$ cat src/rtl/ram_bist_master_pkg.sv
// Shared types and defaults for the on-chip RAM BIST master.
package ram_bist_master_pkg;

   localparam int unsigned DEF_ADDR_W = 11;
   localparam int unsigned DEF_DATA_W = 32;
   localparam int unsigned DEF_DEPTH  = 2048;

   localparam logic [1:0] MODE_NONE  = 2'd0;
   localparam logic [1:0] MODE_FILL  = 2'd1;
   localparam logic [1:0] MODE_CHECK = 2'd2;
   localparam logic [1:0] MODE_BOTH  = 2'd3;

   typedef enum logic [2:0] {
      ST_IDLE,
      ST_FILL,
      ST_CHECK,
      ST_DRAIN,
      ST_FINISH
   } state_e;

endpackage

$ cat src/rtl/ram_bist_checker.sv
// One-stage expected-data pipeline and mismatch accumulator for BIST reads.
module ram_bist_checker
   import ram_bist_master_pkg::*;
#(
   parameter int unsigned ADDR_W = DEF_ADDR_W,
   parameter int unsigned DATA_W = DEF_DATA_W,
   parameter int unsigned DEPTH  = DEF_DEPTH
) (
   input  logic              clk,
   input  logic              reset,
   input  logic              clear,
   input  logic              flush,
   input  logic              rd_issue,
   input  logic [ADDR_W-1:0] exp_addr,
   input  logic [DATA_W-1:0] exp_data,
   input  logic [DATA_W-1:0] readdata,
   output logic              mismatch_c,
   output logic [ADDR_W:0]   err_count,
   output logic [ADDR_W-1:0] first_err_addr
);

   localparam int unsigned CNT_W = ADDR_W + 1;

   logic              valid_q, valid_d;
   logic [DATA_W-1:0] exp_q, exp_d;
   logic [ADDR_W-1:0] eaddr_q, eaddr_d;
   logic [CNT_W-1:0]  err_q, err_d;
   logic [ADDR_W-1:0] first_q, first_d;

   // A flushed (aborted) return is never counted.
   assign mismatch_c     = valid_q && !flush && (readdata != exp_q);
   assign err_count      = err_q;
   assign first_err_addr = first_q;

   always_comb begin
      valid_d = rd_issue;
      exp_d   = exp_data;
      eaddr_d = exp_addr;
      err_d   = err_q;
      first_d = first_q;
      if (clear) begin
         err_d   = '0;
         first_d = '0;
      end else if (mismatch_c) begin
         if (err_q != CNT_W'(DEPTH)) err_d = err_q + CNT_W'(1);
         if (err_q == '0)            first_d = eaddr_q;
      end
   end

   always_ff @(posedge clk or posedge reset) begin
      if (reset) begin
         valid_q <= 1'b0;
         exp_q   <= '0;
         eaddr_q <= '0;
         err_q   <= '0;
         first_q <= '0;
      end else begin
         valid_q <= valid_d;
         exp_q   <= exp_d;
         eaddr_q <= eaddr_d;
         err_q   <= err_d;
         first_q <= first_d;
      end
   end

endmodule

$ cat src/rtl/ram_bist_master.sv
// Avalon-MM fixed-latency BIST master: fills and/or checks a RAM window with seed+i.
module ram_bist_master
   import ram_bist_master_pkg::*;
#(
   parameter int unsigned ADDR_W = DEF_ADDR_W,
   parameter int unsigned DATA_W = DEF_DATA_W,
   parameter int unsigned DEPTH  = DEF_DEPTH
) (
   input  logic                clk,
   input  logic                reset,
   input  logic                start,
   input  logic                abort,
   input  logic [1:0]          mode,
   input  logic [ADDR_W-1:0]   base_addr,
   input  logic [ADDR_W:0]     word_count,
   input  logic [DATA_W-1:0]   seed,
   output logic [ADDR_W-1:0]   address,
   output logic [DATA_W/8-1:0] byteenable,
   output logic                chipselect,
   output logic                write,
   output logic [DATA_W-1:0]   writedata,
   output logic                clken,
   input  logic [DATA_W-1:0]   readdata,
   output logic                busy,
   output logic                done,
   output logic                pass,
   output logic [ADDR_W:0]     err_count,
   output logic [ADDR_W-1:0]   first_err_addr
);

   localparam int unsigned BE_W  = DATA_W / 8;
   localparam int unsigned CNT_W = ADDR_W + 1;

   state_e            state_q, state_d;
   logic [1:0]        mode_q, mode_d;
   logic [ADDR_W-1:0] base_q, base_d, addr_q, addr_d;
   logic [CNT_W-1:0]  count_q, count_d, rem_q, rem_d;
   logic [DATA_W-1:0] seed_q, seed_d, wdata_q, wdata_d;
   logic              cs_q, cs_d, wr_q, wr_d;
   logic              busy_q, busy_d, done_q, done_d, pass_q, pass_d, clken_q;
   logic              abort_c, clear_c, mismatch_c, err_zero_c;
   logic [ADDR_W-1:0] addr_inc_c;

   assign abort_c    = abort && (state_q == ST_FILL || state_q == ST_CHECK || state_q == ST_DRAIN);
   assign addr_inc_c = (addr_q == ADDR_W'(DEPTH - 1)) ? '0 : addr_q + ADDR_W'(1);
   assign err_zero_c = (err_count == '0) && !mismatch_c;

   // Abort drops the bus in the same cycle, so these bypass the output flops.
   assign chipselect = cs_q & ~abort_c;
   assign write      = wr_q & ~abort_c;
   assign byteenable = {BE_W{chipselect}};
   assign address    = addr_q;
   assign writedata  = wdata_q;
   assign clken      = clken_q;
   assign busy       = busy_q;
   assign done       = done_q;
   assign pass       = pass_q;

   ram_bist_checker #(
      .ADDR_W (ADDR_W),
      .DATA_W (DATA_W),
      .DEPTH  (DEPTH)
   ) u_checker (
      .clk            (clk),
      .reset          (reset),
      .clear          (clear_c),
      .flush          (abort_c),
      .rd_issue       (cs_q & ~wr_q & ~abort_c),
      .exp_addr       (addr_q),
      .exp_data       (wdata_q),
      .readdata       (readdata),
      .mismatch_c     (mismatch_c),
      .err_count      (err_count),
      .first_err_addr (first_err_addr)
   );

   always_comb begin
      state_d = state_q;
      mode_d  = mode_q;
      base_d  = base_q;
      count_d = count_q;
      seed_d  = seed_q;
      rem_d   = rem_q;
      addr_d  = addr_q;
      wdata_d = wdata_q;
      cs_d    = 1'b0;
      wr_d    = 1'b0;
      pass_d  = pass_q;
      clear_c = 1'b0;
      case (state_q)
         ST_IDLE: begin
            if (start) begin
               clear_c = 1'b1;
               if (mode != MODE_NONE && word_count != '0) begin
                  pass_d  = 1'b0;
                  mode_d  = mode;
                  base_d  = base_addr;
                  count_d = word_count;
                  seed_d  = seed;
                  rem_d   = word_count;
                  addr_d  = base_addr;
                  wdata_d = seed;
                  cs_d    = 1'b1;
                  wr_d    = (mode != MODE_CHECK);
                  state_d = (mode == MODE_CHECK) ? ST_CHECK : ST_FILL;
               end else begin
                  pass_d  = 1'b1;
                  state_d = ST_FINISH;
               end
            end
         end
         ST_FILL, ST_CHECK: begin
            if (abort_c) begin
               pass_d  = 1'b0;
               state_d = ST_FINISH;
            end else if (rem_q != CNT_W'(1)) begin
               rem_d   = rem_q - CNT_W'(1);
               addr_d  = addr_inc_c;
               wdata_d = wdata_q + DATA_W'(1);
               cs_d    = 1'b1;
               wr_d    = wr_q;
            end else if (state_q == ST_CHECK) begin
               state_d = ST_DRAIN;
            end else if (mode_q == MODE_BOTH) begin
               rem_d   = count_q;
               addr_d  = base_q;
               wdata_d = seed_q;
               cs_d    = 1'b1;
               state_d = ST_CHECK;
            end else begin
               pass_d  = err_zero_c;
               state_d = ST_FINISH;
            end
         end
         ST_DRAIN: begin
            pass_d  = abort_c ? 1'b0 : err_zero_c;
            state_d = ST_FINISH;
         end
         ST_FINISH: state_d = ST_IDLE;
         default:   state_d = ST_IDLE;
      endcase
      busy_d = (state_d != ST_IDLE);
      done_d = (state_d == ST_FINISH);
   end

   always_ff @(posedge clk or posedge reset) begin
      if (reset) begin
         state_q <= ST_IDLE;
         mode_q  <= MODE_NONE;
         base_q  <= '0;
         count_q <= '0;
         seed_q  <= '0;
         rem_q   <= '0;
         addr_q  <= '0;
         wdata_q <= '0;
         cs_q    <= 1'b0;
         wr_q    <= 1'b0;
         busy_q  <= 1'b0;
         done_q  <= 1'b0;
         pass_q  <= 1'b0;
         clken_q <= 1'b0;
      end else begin
         state_q <= state_d;
         mode_q  <= mode_d;
         base_q  <= base_d;
         count_q <= count_d;
         seed_q  <= seed_d;
         rem_q   <= rem_d;
         addr_q  <= addr_d;
         wdata_q <= wdata_d;
         cs_q    <= cs_d;
         wr_q    <= wr_d;
         busy_q  <= busy_d;
         done_q  <= done_d;
         pass_q  <= pass_d;
         clken_q <= 1'b1;
      end
   end

endmodule
$ cat config.mk
export PLATFORM = sky130hd
export DESIGN_NAME = ram_bist_master
export DESIGN_NICKNAME = d
export VERILOG_FILES = /design/src/rtl/ram_bist_master_pkg.sv /design/src/rtl/ram_bist_checker.sv /design/src/rtl/ram_bist_master.sv
export SDC_FILE = /design/constraint.sdc
export NUM_CORES = 1
export LEC_CHECK = 0
export CORE_MARGIN = 2
export CORE_UTILIZATION = 45
export DETAILED_ROUTE_END_ITERATION = 10
export GPL_ROUTABILITY_DRIVEN = 0
export PLACE_DENSITY_LB_ADDON = 0.05
export SYNTH_ARGS = -nofsm -noshare
export SYNTH_HDL_FRONTEND = slang
export SYNTH_SLANG_ARGS = --single-unit
$ cat constraint.sdc
create_clock -name clk -period 17.1 [get_ports clk]
set_input_delay 1.71 -clock clk [delete_from_list [all_inputs] [get_ports clk]]
set_output_delay 1.71 -clock clk [all_outputs]
set_load 0.01 [all_outputs]
# After elaboration in Yosys (flattened, before gate mapping)
# Cells that the tools add are included.
# op_classes
n_addsub	4
eq_ne	19
muxes	58
bitwise_logic	6
reduce_logical	25
# ops
cell	n
$mux 32	6
$mux 11	10
$mux 12	9
$pmux 32 s2	1
$add 32x1->32 const B	1
$ne 32x32->1	1
$pmux 12 s2	1
$pmux 11 s2	1
$mux 1	19
$mux 3	6
$ne 3x3->1 const B	5
$add 12x1->12 const B	1
$logic_not 12->1	1
$ne 12x1->1 const B	1
$ne 12x12->1 const B	1
$reduce_bool 12->1	1
$sub 12x1->12 const B	1
$add 11x1->11 const B	1
$eq 11x11->1 const B	1
$reduce_bool 2->1	5
$pmux 3 s3	1
$ne 2x2->1 const B	4
$eq 3x2->1 const B	2
$reduce_and 6->1	1
17 further kinds	31
# word_totals
reg_bits	188
in_bits	93
out_inout_bits	76

# Longest topological paths before layout
# Gate-level depths: netlist (run 1).
# logic_depth
depth_word	14
mapped_depth	10
mapped_depth_nobuf	9

# By module
# Synthesis (run 1) repeated with hierarchy kept, for this count alone.
# hier_totals
hier_cells	1033
area_unflattened_um2	9347.7
# modules_own_cells
mod	instances	cells_per_inst	area_per_inst_um2
ram_bist_master	1	826	6710.2
ram_bist_checker	1	207	2637.5

# Worst setup path before layout (run 1)
# No wires, ideal clock.
# synth_path
path_kind	input-to-output
from	in abort
to	out byteenable[0]
arrival_ns	2.484
required_time_ns	15.390
path_slack_ns	12.906
cell_stages	4
path_cell_list	clkbuf_1 nand2_1 and2_1 buf_4
# synth_via
elab_chain_cells	3
# synth_rtl
item	line	rtl
start, declared	ram_bist_master.sv:12	input logic abort,
$logic_and 1x1->1	ram_bist_master.sv:44	assign abort_c = abort && (state_q == ST_FILL || state_q == ST_CHECK || state_q == ST_DRAIN);
$not 1->1	ram_bist_master.sv:49	assign chipselect = cs_q & ~abort_c;
$and 1x1->1	ram_bist_master.sv:49	
end, declared	ram_bist_master.sv:18	output logic [DATA_W/8-1:0] byteenable,
# Every way passes these cells.

# Final worst setup path (run 1)
# Same ends and word-level chain as after synthesis.

==> flow_results.org, run 1 <==
** Outcome
- The flow ran to the end, and the final reports show no timing, DRC or antenna violations.

** Global routing
- Via count of the first global-routing pass :: 7552
- For this run the aggregate overflow at the end of global routing stands at 0.
- Across every metal layer, demand over resource in global routing totals roughly a quarter.
- The initial antenna violation count came to 0.
- The first global-routing pass estimated around 42 mm of wire.
- Maximum number of pins on one net before global-route repair :: 76

** Drt
- The pre-antenna-repair detailed-routing pass consisted of 5 iterations.
- Via count of the routed design :: around 8k
- Routed len/inst :: approximately 18 um
- Via-per-instance ratio :: 5.49
- Wirelength, routed :: 26.1 mm
- 1st-iter DRT viols :: a little over 600
- Post-route antenna net violation count :: 0
- # DRC :: 0

** Yosys
- Dominant cells by area after synthesis :: sky130_fd_sc_hd__dfrtp_1 51%, sky130_fd_sc_hd__nand2_1 11%, sky130_fd_sc_hd__o21ai_0 4.7%
- sky130_fd_sc_hd__nand2_1 is the most common cell in the netlist.
- Cell accounting for the most synthesized area :: sky130_fd_sc_hd__dfrtp_1
- In this run the biggest area consumer among cell types represents about half of the synthesized area.
- When the netlist entered floorplanning its net count stood at ~1.1k.
- Distinct cell type count after synthesis :: between 60 and 70
- In this run, synthesis produced a sequential element count of about 190.
- For this run, the leading register cell type out of synthesis is sky130_fd_sc_hd__dfrtp_1.
- Sequential elements use 51.1% of the synthesized area.
- Commonest cells in the netlist :: 262 x sky130_fd_sc_hd__nand2_1, 188 x sky130_fd_sc_hd__dfrtp_1, 86 x sky130_fd_sc_hd__o21ai_0
- Synth Cell Area :: between 9000 and 10000 um^2
- The average instance in the mapped netlist occupies about 8.8 um^2.
- Async set-reset flop share out of synthesis :: 100%
- The synthesized design contains 0 enable-type register cells.
- Total number of yosys warnings :: 0
- Synthesis produced 1045 cells.

** Floorplan
- The floorplan has between 50 and 60 rows.
- For this design the top-level I/O count stands at 169.
- Height of the chip :: 147 um
- Width of the chip :: around 150 um
- Die footprint :: between 20000 and 25000 um^2
- Starting Density :: a little under half
- Area of the core :: ~20000 um^2

** Clock network
- The number of gates resized after CTS was 0.
- Sinks on Clock Net :: 188
- In this run the clock root is driven by a sky130_fd_sc_hd__clkbuf_16.
- For the worst-skew pair, the clock arrives at the later sink with an insertion delay of approximately 430 ps.
- H-tree levels :: 4
- Counting the buffers created by CTS gives 17.
- TritonCTS built the clock tree.
- Clock edge transition at the registers on the reported setup and hold paths :: 70 ps
- Hold buffer count at cts :: 0
- Counting along the longest clock path gives a buffer depth of 2.
- In this run the post-CTS setup repair buffer count came out at 0.

** STA
- Final hold slack :: about 470 ps
- RSZ-0062 raised after global routing :: no
- Fin Clk Skew :: between 10 and 15 ps
- Headroom to the max-slew limit came out at slightly below 40%.
- Max-slew violation count :: 0
- Final worst path period share :: 29.3%
- For the pin with the worst max-slew slack, the measured transition is a little over 900 ps.
- Number of hold violations in the final report :: 0
- Based on the critical path, the design can be clocked at up to between 0.15 and 0.2 GHz.
- The worst path in the final design needs a cycle of between 5000 and 6000 ps, including I/O delays and setup.
- Number of setup violations in the final report :: 0
- Adding up every negative setup slack in the final design gives 0 ps.

** Place
- Input and output buffers added on the ports amount to roughly 170.
- DPL Wire Length :: 17.3 mm

** Cells and area
- The number of antenna diodes in the final layout is 0.
- Combined area of the multi-input logic cells :: 4170 um^2
- The filler cells instantiated in the layout total 1819.
- The net count of the finished layout is roughly 1.3k.
- Fraction of layout cells with a size suffix above 1 :: roughly 4.9%
- Combined flip-flop and latch cell area :: ~4700 um^2
- From synthesis to final layout, the design area changed by 26.5%.
- Cells fill 57.8% of the core in the end.

** Job
- Max-cap violation count :: 0

** Pwr
- Pwr dens :: roughly 160 nW/um^2
- Leakage power figure :: 5.08 nW
- After layout, the design draws a total of ~0.0019 W.
- IR drop worst, VDD :: 0.0847 mV

** Critical path
- STA puts the critical path data required time at about 15000 ps.
- In this run the worst path has a maximum fanout of 9.
- STA puts the critical path data arrival time at 3300 ps.
- Startpoint-to-endpoint class of the critical path :: in2out
- STA classifies the critical path endpoint as a primary output.
- Type of origin of the critical path :: primary input

** Min path
- Worst min path class :: reg2reg
cell usage in the layout (no fill, tap or decap), types with 15 or more instances in the layout:
cell,count
sky130_fd_sc_hd__nand2_1,261
sky130_fd_sc_hd__dfrtp_1,188
sky130_fd_sc_hd__clkdlybuf4s50_1,168
sky130_fd_sc_hd__o21ai_0,86
sky130_fd_sc_hd__nor2_1,63
sky130_fd_sc_hd__a21oi_1,58
sky130_fd_sc_hd__nand3_1,50
sky130_fd_sc_hd__xor2_1,42
sky130_fd_sc_hd__a31oi_1,20
sky130_fd_sc_hd__and3_1,20
sky130_fd_sc_hd__nor4_1,17
sky130_fd_sc_hd__clkbuf_16,17
sky130_fd_sc_hd__o31ai_1,15
layer usage:
metal | global-route usage, % | vias up | share of wire [%]
li1 | - | 3911 | -
met4 | 5.43 | 0 | 0.88
met1 | 35.5 | 3837 | 47
met2 | 38.7 | 227 | 47
met3 | 4.38 | 20 | 4.9
met5 | 0 | - | 0
per-stage QoR:
step / area [um^2] / worst slack [ps] / instances
5_1_grt: 11600 / 11990 / 1457
3_5_place_dp: 11000 / 12090 / 1426
4_1_cts: 11600 / 12080 / 1457
2_1_floorplan: 9210 / 10280 / 1045
6_report: 11600 / 12090 / 1457
3_3_place_gp: 11000 / 12100 / 1426
registers in the layout, summed over array words and instances, names as in the netlist:
| name | cells |
|---|---|
| busy | 1 |
| address | 11 |
| pass | 1 |
| cs_q | 1 |
| count_q | 12 |
| writedata | 32 |
| clken | 1 |
| wr_q | 1 |
| base_q | 11 |
| rem_q | 12 |
| u_checker.eaddr_q | 11 |
| u_checker.valid_q | 1 |
| mode_q | 2 |
| done | 1 |
| seed_q | 32 |
| state_q | 3 |
| u_checker.exp_q | 32 |
| u_checker.err_count | 12 |
| u_checker.first_err_addr | 11 |
cell families (layout without fill, tap and decap cells):
logic type,count (synthesis),in the layout,synth area share [%]
AO/OA/AOI/OAI,235,235,15.4
XOR/XNOR,52,52,4.95
flip-flops,188,188,51.1
multiplexers,1,1,0.122
buffers and inverters,80,222,3.75
AND/OR/NAND/NOR,482,482,23.8
adder cells (fa/ha/maj),6,6,0.815
other,1,1,0.0407
cell type report:
cell class / count / share of cell area (%)
inverters: 10 / 0.365
multi-input cells: 777 / 35.8
clock buffers: 17 / 3.65
repair buffers: 181 / 15.3
well taps: 270 / 2.90
clock inverters: 14 / 1.59
flip-flops and latches: 188 / 40.4
worst paths after layout:
path	start	slack (ps)	endpoint	cells past startpoint
min in group asynchronous	reset	1690	clken	2
hold / removal	seed_q[18]	470	seed_q[18]	2
max in group asynchronous	reset	14060	seed_q[6]	3
setup / recovery	abort	12090	byteenable[0]	4
setup reg to reg	rem_q[7]	13910	writedata[24]	6
hold reg to reg	seed_q[18]	470	seed_q[18]	2
where the power goes:
part / internal (W) / switching (W) / total, W
Combinational: 0.000310 / 0.000357 / 0.000667
Clock: 0.000234 / 0.000182 / 0.000416
Sequential: 0.000637 / 0.000195 / 0.000832
Total: 0.00118 / 0.000733 / 0.00191
critical path: stages:
cell and delay, ps:
sky130_fd_sc_hd__clkdlybuf4s50_1 560, sky130_fd_sc_hd__nand2_1 210, sky130_fd_sc_hd__and2_1 240, sky130_fd_sc_hd__clkdlybuf4s50_1 570
Power figures use the tool's default switching activity.
==> run 2, diff against run 1 <==
clock period = 4.65 ns   (was 17.1 ns; I/O delays follow)
==> flow_results.org, run 2 (same netlist as run 1, synthesis figures left out) <==
** Critical path
- The number of cells on the worst reg-to-reg path was 6 (unchanged).
- For this design, the slowest cell found on the critical path is sky130_fd_sc_hd__or4_4.
- STA classifies the critical path endpoint as a flop.
- The highest net fanout along the worst path is 39 (+30).
- The largest incremental delay on the critical path is 790 ps (+220 ps).
- Reg2Reg Launch Point :: rem_q[7]
- Crit-path most repeated cell :: sky130_fd_sc_hd__or4_4
- Endpoint of the most critical register-to-register path :: writedata[24]
- The register-to-register setup slack came to 1530 ps (-12380 ps).
- The required time reported for the critical path endpoint came to 4960 ps (-10430 ps).
- Data arrival time of the worst path :: 3430 ps (+130 ps)
- Type of origin of the critical path :: flop
- The signal on the critical path passes through or4_4, or4_4, nand2_1, a21oi_1, nor4b_1, nor3_1.
- The critical path in this run is classified as reg2reg.

** Pwr
- The leakage component of the power is 5.07 nW (-0.18%).
- Sequential Power Share :: 43.7% (+0.2 points)
- The logic gate share of total power came to 35.1% (+0.3 points).
- Part of the power in the clock network :: 21.2% (-0.5 points)
- Internal Dissipation :: 0.00431 W (+260%)
- Overall power :: 0.00702 W (+270%)
- Switching power :: 0.00271 W (+270%)
- The maximum VDD drop came to 0.351 mV (+310%).
- Pwr dens :: 602 nW/um^2 (+270%)
- Net Sw Frac :: 38.6% (+0.33 points)

** Cells and area
- Commonest cells after routing, fill and taps aside :: 261 x sky130_fd_sc_hd__nand2_1, 188 x sky130_fd_sc_hd__dfrtp_1, 168 x sky130_fd_sc_hd__clkdlybuf4s50_1
- Most common cell after layout, fill and taps aside :: sky130_fd_sc_hd__nand2_1
- Net count of the finished layout :: 1274 (unchanged)
- Post-route standard cell area excluding fillers :: 11600 um^2 (about the same)
- The number of diodes added for antenna fixing came to 0 (unchanged).
- Relative area change from synthesis to final layout :: 26.5% (about the same)
- The number of standard cells in the layout, taps in and fillers out was 1458 (+0.069%).
- Fraction of layout cells with a size suffix above 1 :: 4.88% (about the same)

** STA
- The pin slew with the least headroom to its limit is 1140 ps (+233 ps).
- The worst relative slew slack is 24.1% (-16 points).
- The final count of pins violating max slew is 0 (unchanged).
- The worst path uses between 60% and 70% of the clock period.
- The final clock skew is 9.15 ps (-2.07 ps).
- Final setup slack of the worst path :: 1530 ps (-10560 ps)
- Counting I/O delays and the setup requirement, the final critical path takes roughly 3100 ps.
- Number of setup violations in the final report :: 0 (unchanged)
- Max frequency :: between 0.3 and 0.4 GHz
- RSZ-0062 raised after global routing :: no
- The sum of negative setup slack was 0 ps (unchanged).
- Number of hold violations in the final report :: 0 (unchanged)

** Global routing
- Via count of the first global-routing pass :: 7642 (+1.2%)
- Total grt overflow :: 0 (unchanged)
- Maximum number of pins on one net before global-route repair :: 189 (+150%)
- Wire length of the first global-routing pass :: 42.1 mm (+0.83%)
- GRT Overall Usage :: 24.6% (+0.11 points)
- The initial antenna violation count is 0 (unchanged).

** Floorplan
- The die width came to 147 um (unchanged).
- The number of rows created at floorplan is 52 (unchanged).
- The standard cell core area was 20200 um^2 (unchanged).
- Height of the chip :: 147 um (unchanged)
- Top-Level Pins :: 169 (unchanged)
- Starting Density :: 45.7% (unchanged)
- Die footprint :: 21600 um^2 (unchanged)

** Drt
- The ratio of routed vias to standard cells is 5.54 (+0.94%).
- # DRC :: 0 (unchanged)
- The average wire per standard cell came to 17.9 um (+0.34%).
- The detailed router's first-iteration violation count came to 716 (+17%).
- Post-route antenna net violation count :: 0 (unchanged)
- Via count of the routed design :: 8076 (+1.0%)
- The length of the first detailed-routing pass in iterations is 5 (unchanged).
- Wirelength, routed :: 26.2 mm (+0.41%)

** Place
- DPL Wire Length :: 17.1 mm (-1.2%)
- The placed instance count was 1426 (unchanged).
- Post-DP Area :: 11000 um^2 (+0.10%)
- Port bufs :: 168 (unchanged)
- Placement-stage worst setup slack :: 1550 ps (-10540 ps)

** Clock network
- The post-CTS repair timing setup buffer count was 0 (unchanged).
- The insertion delay of the later-clocked pin in the worst-skew pair is 440 ps (about the same).
- The clock-pin slew on the worst setup and hold paths is 70 ps (about the same).
- The TritonCTS sink count came to 188 (unchanged).
- The number of clock buffers inserted by TritonCTS was 17 (unchanged).
- TritonCTS built the clock tree.
- The number of buffers on the longest clock path is 2 (unchanged).
- The H-tree depth is 4 (unchanged).
- The hold buffer count at CTS was 0 (unchanged).
- Buffer cell driving the clock tree root :: sky130_fd_sc_hd__clkbuf_16
- The number of gates resized after cts was 0 (unchanged).

** Min path
- Startpoint of the lowest-slack hold path :: writedata[19]
- For hold timing, the worst endpoint is u_checker.exp_q[19].
- Number of cells traversed by the worst hold path :: 0 (-2)
- Worst min path class :: reg2reg

** Job
- Max-cap violation count :: 0 (unchanged)

** Outcome
- The flow ran to the end, and the final reports show no timing, DRC or antenna violations.
run 2: critical path: cells and delay by family (launching register included):
| family | cells | cell delay, ps |
|---|---|---|
| simple gates | 5 | 2450 |
| flops | 1 | 430 |
| compound gates | 1 | 90 |
run 2: power groups by stage:
| stage | Combinational (W) | Clock, W | Sequential, W |
|---|---|---|---|
| 6_report | 0.00246 | 0.00149 | 0.00306 |
| 5_1_grt | 0.00275 | 0.00159 | 0.00317 |
| 4_1_cts | 0.00248 | 0.00152 | 0.00306 |
| 3_5_place_dp | 0.00247 | 0 | 0.00308 |
| 3_3_place_gp | 0.00244 | 0 | 0.00307 |
| 2_1_floorplan | 0.00142 | 0 | 0.00295 |
run 2: layer usage:
metal / vias up / GRT usage, % / wire [um]
li1: 3899 / - / -
met1: 3884 / 36.7 / 12100
met2: 274 / 37.6 / 12100
met3: 19 / 4.04 / 1550
met4: 0 / 6.11 / 333
met5: - / 0 / 0
run 2: worst max path at each step:
stage,to,depth (start not counted),startpoint,slack (ps)
2_1_floorplan,address[0],1,reset,1760
5_1_grt,writedata[24],6,rem_q[7],1390
3_3_place_gp,writedata[24],6,rem_q[7],1620
3_5_place_dp,writedata[24],6,rem_q[7],1550
4_1_cts,writedata[24],6,rem_q[7],1530
6_report,writedata[24],6,rem_q[7],1530
run 2: metrics by stage:
step           hold WS (ps)  util, %
6_report                456     57.8
5_1_grt                 471     57.8
4_1_cts                 456     57.8
3_5_place_dp            436     54.8
3_3_place_gp            444     54.8
2_1_floorplan           416        -
run 2: cell type report:
class                           instances  area (um^2)
Multi-Input combinational cell        777         4170
Sequential cell                       188         4700
Inverter                               10         41.3
Tap cell                              270          338
Clock buffer                           19          443
Timing Repair Buffer                  181         1790
Clock inverter                         13          158
Fill cell                            1833         8520
